$ cat src/rtl/fb_lcd_capture.sv
// Captures a Game Boy LCD pixel stream and turns it into linear framebuffer write requests.
// A small FIFO absorbs framebuffer back-pressure; pixels that do not fit are dropped.
module fb_lcd_capture #(
    parameter int unsigned H_PIXELS   = 160,
    parameter int unsigned V_LINES    = 144,
    parameter int unsigned FIFO_DEPTH = 4
) (
    input  logic        fbclk,
    input  logic        fbclk_rst_b,
    input  logic        pix_valid,
    input  logic [1:0]  pix_data,
    input  logic        pix_vs,
    input  logic        pix_hs,
    output logic        wr_valid,
    input  logic        wr_ready,
    output logic [14:0] wr_addr,
    output logic [1:0]  wr_data,
    output logic        frame_done,
    output logic        synced,
    output logic        overflow
);

    localparam int unsigned CW = $clog2(H_PIXELS + 1);
    localparam int unsigned LW = $clog2(V_LINES + 1);
    localparam int unsigned PW = $clog2(FIFO_DEPTH);
    localparam int unsigned NW = $clog2(FIFO_DEPTH + 1);

    localparam logic [CW-1:0] ColMax   = CW'(H_PIXELS);
    localparam logic [LW-1:0] LineMax  = LW'(V_LINES);
    localparam logic [14:0]   HStep    = 15'(H_PIXELS);
    localparam logic [14:0]   LastAddr = 15'(V_LINES * H_PIXELS - 1);
    localparam logic [NW-1:0] Full     = NW'(FIFO_DEPTH);

    typedef enum logic {StWaitVs, StActive} state_e;

    state_e        state_q, state_d;
    logic [CW-1:0] col_q, col_d, col_eff;
    logic [LW-1:0] line_q, line_d, line_eff;
    logic [14:0]   base_q, base_d, base_eff;
    logic [PW-1:0] wr_ptr_q, rd_ptr_q;
    logic [NW-1:0] count_q, count_d;
    logic          overflow_q, frame_done_q;
    logic [16:0]   mem_q [FIFO_DEPTH];

    logic          active_eff, eligible, push, pop, drop, last_px;
    logic [14:0]   addr_eff;

    // Sync pulses act before a coincident pixel, so position is resolved first.
    always_comb begin
        col_eff    = col_q;
        line_eff   = line_q;
        base_eff   = base_q;
        active_eff = (state_q == StActive);
        if (pix_vs) begin
            col_eff    = '0;
            line_eff   = '0;
            base_eff   = '0;
            active_eff = 1'b1;
        end else if (pix_hs && state_q == StActive) begin
            col_eff = '0;
            if (line_q < LineMax) begin
                line_eff = line_q + 1'b1;
                base_eff = base_q + HStep;
            end
        end
    end

    always_comb begin
        addr_eff = base_eff + 15'(col_eff);
        pop      = wr_valid && wr_ready;
        eligible = pix_valid && active_eff && (col_eff < ColMax) && (line_eff < LineMax);
        push     = eligible && ((count_q != Full) || pop);
        drop     = eligible && !push;
        last_px  = (col_eff == ColMax - 1'b1) && (line_eff == LineMax - 1'b1);

        col_d   = eligible ? col_eff + 1'b1 : col_eff;
        line_d  = line_eff;
        base_d  = base_eff;
        state_d = active_eff ? StActive : StWaitVs;
        if (push && last_px) begin
            state_d = StWaitVs;
        end
        count_d = count_q + NW'(push) - NW'(pop);
    end

    always_ff @(posedge fbclk) begin
        if (!fbclk_rst_b) begin
            state_q      <= StWaitVs;
            col_q        <= '0;
            line_q       <= '0;
            base_q       <= '0;
            wr_ptr_q     <= '0;
            rd_ptr_q     <= '0;
            count_q      <= '0;
            overflow_q   <= 1'b0;
            frame_done_q <= 1'b0;
        end else begin
            state_q      <= state_d;
            col_q        <= col_d;
            line_q       <= line_d;
            base_q       <= base_d;
            count_q      <= count_d;
            overflow_q   <= overflow_q | drop;
            frame_done_q <= pop && (wr_addr == LastAddr);
            if (push) begin
                wr_ptr_q <= wr_ptr_q + 1'b1;
            end
            if (pop) begin
                rd_ptr_q <= rd_ptr_q + 1'b1;
            end
        end
    end

    // Storage needs no reset: occupancy alone decides what is valid.
    always_ff @(posedge fbclk) begin
        if (push) begin
            mem_q[wr_ptr_q] <= {addr_eff, pix_data};
        end
    end

    assign wr_valid   = (count_q != '0);
    assign wr_addr    = mem_q[rd_ptr_q][16:2];
    assign wr_data    = mem_q[rd_ptr_q][1:0];
    assign frame_done = frame_done_q;
    assign synced     = (state_q == StActive);
    assign overflow   = overflow_q;

endmodule
$ cat config.mk
export PLATFORM = sky130hd
export DESIGN_NAME = fb_lcd_capture
export DESIGN_NICKNAME = d
export VERILOG_FILES = /design/src/rtl/fb_lcd_capture.sv
export SDC_FILE = /design/constraint.sdc
export NUM_CORES = 1
export LEC_CHECK = 0
export ABC_AREA = 1
export CAP_MARGIN = 5
export CORE_ASPECT_RATIO = 2
export CORE_UTILIZATION = 30
export DETAILED_ROUTE_END_ITERATION = 8
export SKIP_LAST_GASP = 1
export SLEW_MARGIN = 10
export SYNTH_ARGS = -nofsm -noshare
export SYNTH_HDL_FRONTEND = slang
export SYNTH_SLANG_ARGS = --single-unit
$ cat constraint.sdc
create_clock -name fbclk -period 4.71 [get_ports fbclk]
set_clock_uncertainty 0.1 [all_clocks]
set_input_delay 0.942 -clock fbclk [delete_from_list [all_inputs] [get_ports fbclk]]
set_output_delay 0.942 -clock fbclk [all_outputs]
set_load 0.005 [all_outputs]
==> out/summary.md <==
Worst hold path
- register to register — type of the most critical hold path
- base_q[2] — capture endpoint of the worst hold path
- base_q[2] — Worst Min Path Start
- 2 — number of stages on the worst hold path

Die
- 29 — number of top-level design ports
- 17400 sq um — Floorplan Core Area
- 68 — Rows
- 18400 sq um — die outline area
- 0.308 — effective utilization at floorplan
- 191 um — vertical die dimension
- 96.5 um — Die Wd

Pwr
- 156 uV — Worst VDD drop
- 2.33 mW — Total Power Consumption
- 2.38 nW — leakage dissipation
- 378 nW/um^2 — power density over the cells

STA
- 0.767 — fraction of the cycle the final worst path needs
- 0.277 GHz — Max Freq
- 0 — final setup violation count
- no — setup repair after global routing missed its margin
- 0 ns — sum of negative setup slack
- 0 — final hold vios
- 1.06 ns — worst-margin pin slew
- 3.61 ns — min Tclk post-route
- 0.344 ns — WHS
- 0 — number of max-slew violations in the final report
- 1.10 ns — final worst setup slack
- 0.292 — Max-Slew Margin vs Limit

Cells and area
- 0.0877 — share of post-route cells with drive strength above 1
- 15.0% — area growth from synthesis to layout
- sky130_fd_sc_hd__nor2_1 — most common cell after layout, fill and taps aside
- 0 — number of diodes added for antenna fixing
- 638 — number of nets at the end of the flow
- 826 — number of standard cells in the layout, taps in and fillers out
- sky130_fd_sc_hd__nor2_1 (89), sky130_fd_sc_hd__inv_1 (74), sky130_fd_sc_hd__nand2_1 (74) — most used cells in the layout excluding fill and tap cells
- 2050 sq um — footprint of the multi-input gates
- 0.355 — core occupancy in the finished layout
- 2900 sq um — FF/Latch Area
- 6150 sq um — final instance area
- 1806 — Layout fillers

Routing
- 4.72 — post-DR vias/cell
- 14.2 um — average routed wire per standard cell
- 4 — first-pass detailed-route iteration total
- 3900 — via count
- 0 — Remaining DRCs
- 0 — number of nets with antenna violations after routing
- 108 — violation count after the first detailed-route iteration
- 11700 um — routed wire length

Setup path
- simple AND/OR/NAND/NOR gates — kind of cell adding the most delay to the critical path
- 4.77 ns — required arrival time at the worst endpoint
- 16 — depth of the worst register-to-register path
- 8 — Worst Path Max Fanout
- sky130_fd_sc_hd__clkdlybuf4s50_1 — Max stage delay cell, worst path
- clkdlybuf4s50_1 > nand2_2 > nand2_2 > nor2_1 > ha_1 > inv_1 > fa_1 > o21ai_1 > nand4_1 > nand2_1 > nand4_1 > nor2_4 > nand3b_1 > xor2_1 — cell-by-cell trace of the critical path
- input port — sort of element at the start of the critical path
- 3.67 ns — signal arrival time at the worst endpoint
- 0.41 ns — Worst path max stage delay
- line_q[0] — Reg2Reg Launch Point
- 2 — crit path buf inv count
- input port to register — critical path class
- register — CP endpoint kind
- count_q[2] — Crit Reg-Reg Endpoint
- 1.73 ns — slack of the worst reg-to-reg path

Placed design
- 28 — PortBufs
- 0.703 ns — Post-Place Worst Slack
- 5870 sq um — area after detailed placement
- 0.852 — final RePlAce weighted congestion
- 8590 um — placed wire-length estimate
- 810 — placed cell count

Flow run
- 0 — max capacitance violation total

Global routing
- 0.138 — total global routing track utilization
- 18900 um — wire length of the first global-routing pass
- 0 — total congestion overflow
- 36 — largest net degree at the start of global routing
- 0 — initial antenna violation count
- 3906 — number of global-route vias before repair

Yosys
- 582 — Gate Count Post-Synth
- 0.542 — post-synthesis sequential area ratio
- 68 — number of synthesized flops with an enable pin
- 111 — Seq cells post-synth
- 0 — fraction of registers with async set/reset
- 0 — number of warnings printed during yosys synthesis
- 9.20 sq um — Synth Area per Inst
- 40 — number of distinct library cell variants in the gate-level netlist after synthesis
- 609 — Post-Synthesis Net Count
- sky130_fd_sc_hd__edfxtp_1 — leading register cell type out of synthesis
- 5350 sq um — Synth Cell Area

Outcome
- finished, final reports clean — result of the run

Clocking
- 9 — number of buffers created by CTS
- 0 — number of buffers inserted for hold repair after clock tree synthesis
- 3 — total number of H-tree levels
- 0.35 ns — Clk Latency, worst-skew pair
- yes — TritonCTS clock tree
- 2 — Max Buffers Root-to-Sink
- 0.07 ns — CTS clock-pin slew for the worst setup and hold paths
- 0 — number of gates resized after cts
- 111 — Sink Count
- 0 — Post-CTS Repair Setup Buffers
- sky130_fd_sc_hd__clkbuf_16 — cell at the root of the clock tree

==> how the worst max path moves through the flow <==
stage / depth (start not counted) / endpoint / startpoint
6_report: 14 / mem_q[2][14] / pix_hs
5_1_grt: 14 / mem_q[3][14] / pix_hs
4_1_cts: 4 / wr_addr[14] / register
3_5_place_dp: 14 / mem_q[1][14] / pix_vs
3_3_place_gp: 14 / mem_q[1][14] / pix_hs
2_1_floorplan: 13 / mem_q[0][14] / pix_vs
==> logic make-up (layout without fill, tap and decap cells) <==
| logic type | after synthesis | count (layout) | share of synthesized area |
|---|---|---|---|
| and+or+nand+nor | 250 | 250 | 0.221 |
| buffers and inverters | 99 | 133 | 0.0741 |
| adders and majority gates | 19 | 19 | 0.0472 |
| AOI/OAI and AO/OA | 85 | 85 | 0.0860 |
| DFF | 111 | 111 | 0.542 |
| xor gates and xnor gates | 18 | 18 | 0.0295 |
==> power by group <==
part	switching, mW	internal, mW
Combinational	0.263	0.210
Sequential	0.0411	1.08
Clock	0.362	0.370
Total	0.666	1.66
==> cell type report <==
class | count | share of cell area
flip-flops and latches | 111 | 0.472
multi-input cells | 372 | 0.334
well taps | 210 | 0.0427
repair buffers | 37 | 0.0565
clock buffers | 10 | 0.0372
inverters | 80 | 0.0492
clock inverters | 6 | 0.00895
==> sequential cells by signal (all words and copies together), names as in the netlist, named ones only <==
name,count
col_q,8
mem_q,68
frame_done,1
line_q,8
base_q,15
synced,1
rd_ptr_q,2
wr_ptr_q,2
count_q,3
overflow,1
==> metal layers <==
layer | part of all wire | wire (um) | GRT usage | vias up
li1 | - | - | - | 2002
met1 | 0.37 | 4330 | 0.131 | 1829
met2 | 0.57 | 6650 | 0.265 | 46
met3 | 0.021 | 242 | 0.0215 | 23
met4 | 0.040 | 463 | 0.0792 | 0
met5 | 0 | 0 | 0 | -
==> worst min-delay path: stages (launching register included) <==
cell                      delay [ns]
sky130_fd_sc_hd__dfxtp_1        0.30
sky130_fd_sc_hd__inv_1          0.06
sky130_fd_sc_hd__nor3_1         0.05
==> synth_stat cells (7+ instances only) <==
master / number / area share
sky130_fd_sc_hd__nor2_1: 89 / 0.062
sky130_fd_sc_hd__inv_1: 74 / 0.052
sky130_fd_sc_hd__nand2_1: 74 / 0.052
sky130_fd_sc_hd__edfxtp_1: 68 / 0.38
sky130_fd_sc_hd__dfxtp_1: 43 / 0.16
sky130_fd_sc_hd__o21ai_0: 42 / 0.039
sky130_fd_sc_hd__nand3_1: 27 / 0.025
sky130_fd_sc_hd__a21oi_1: 18 / 0.017
sky130_fd_sc_hd__ha_1: 17 / 0.040
sky130_fd_sc_hd__o22ai_1: 16 / 0.019
sky130_fd_sc_hd__nand4_1: 15 / 0.018
sky130_fd_sc_hd__nor3_1: 14 / 0.013
sky130_fd_sc_hd__xor2_1: 13 / 0.021
sky130_fd_sc_hd__buf_2: 9 / 0.0084
sky130_fd_sc_hd__clkbuf_1: 7 / 0.0049
Note: power is estimated with default switching activity, not from simulation.
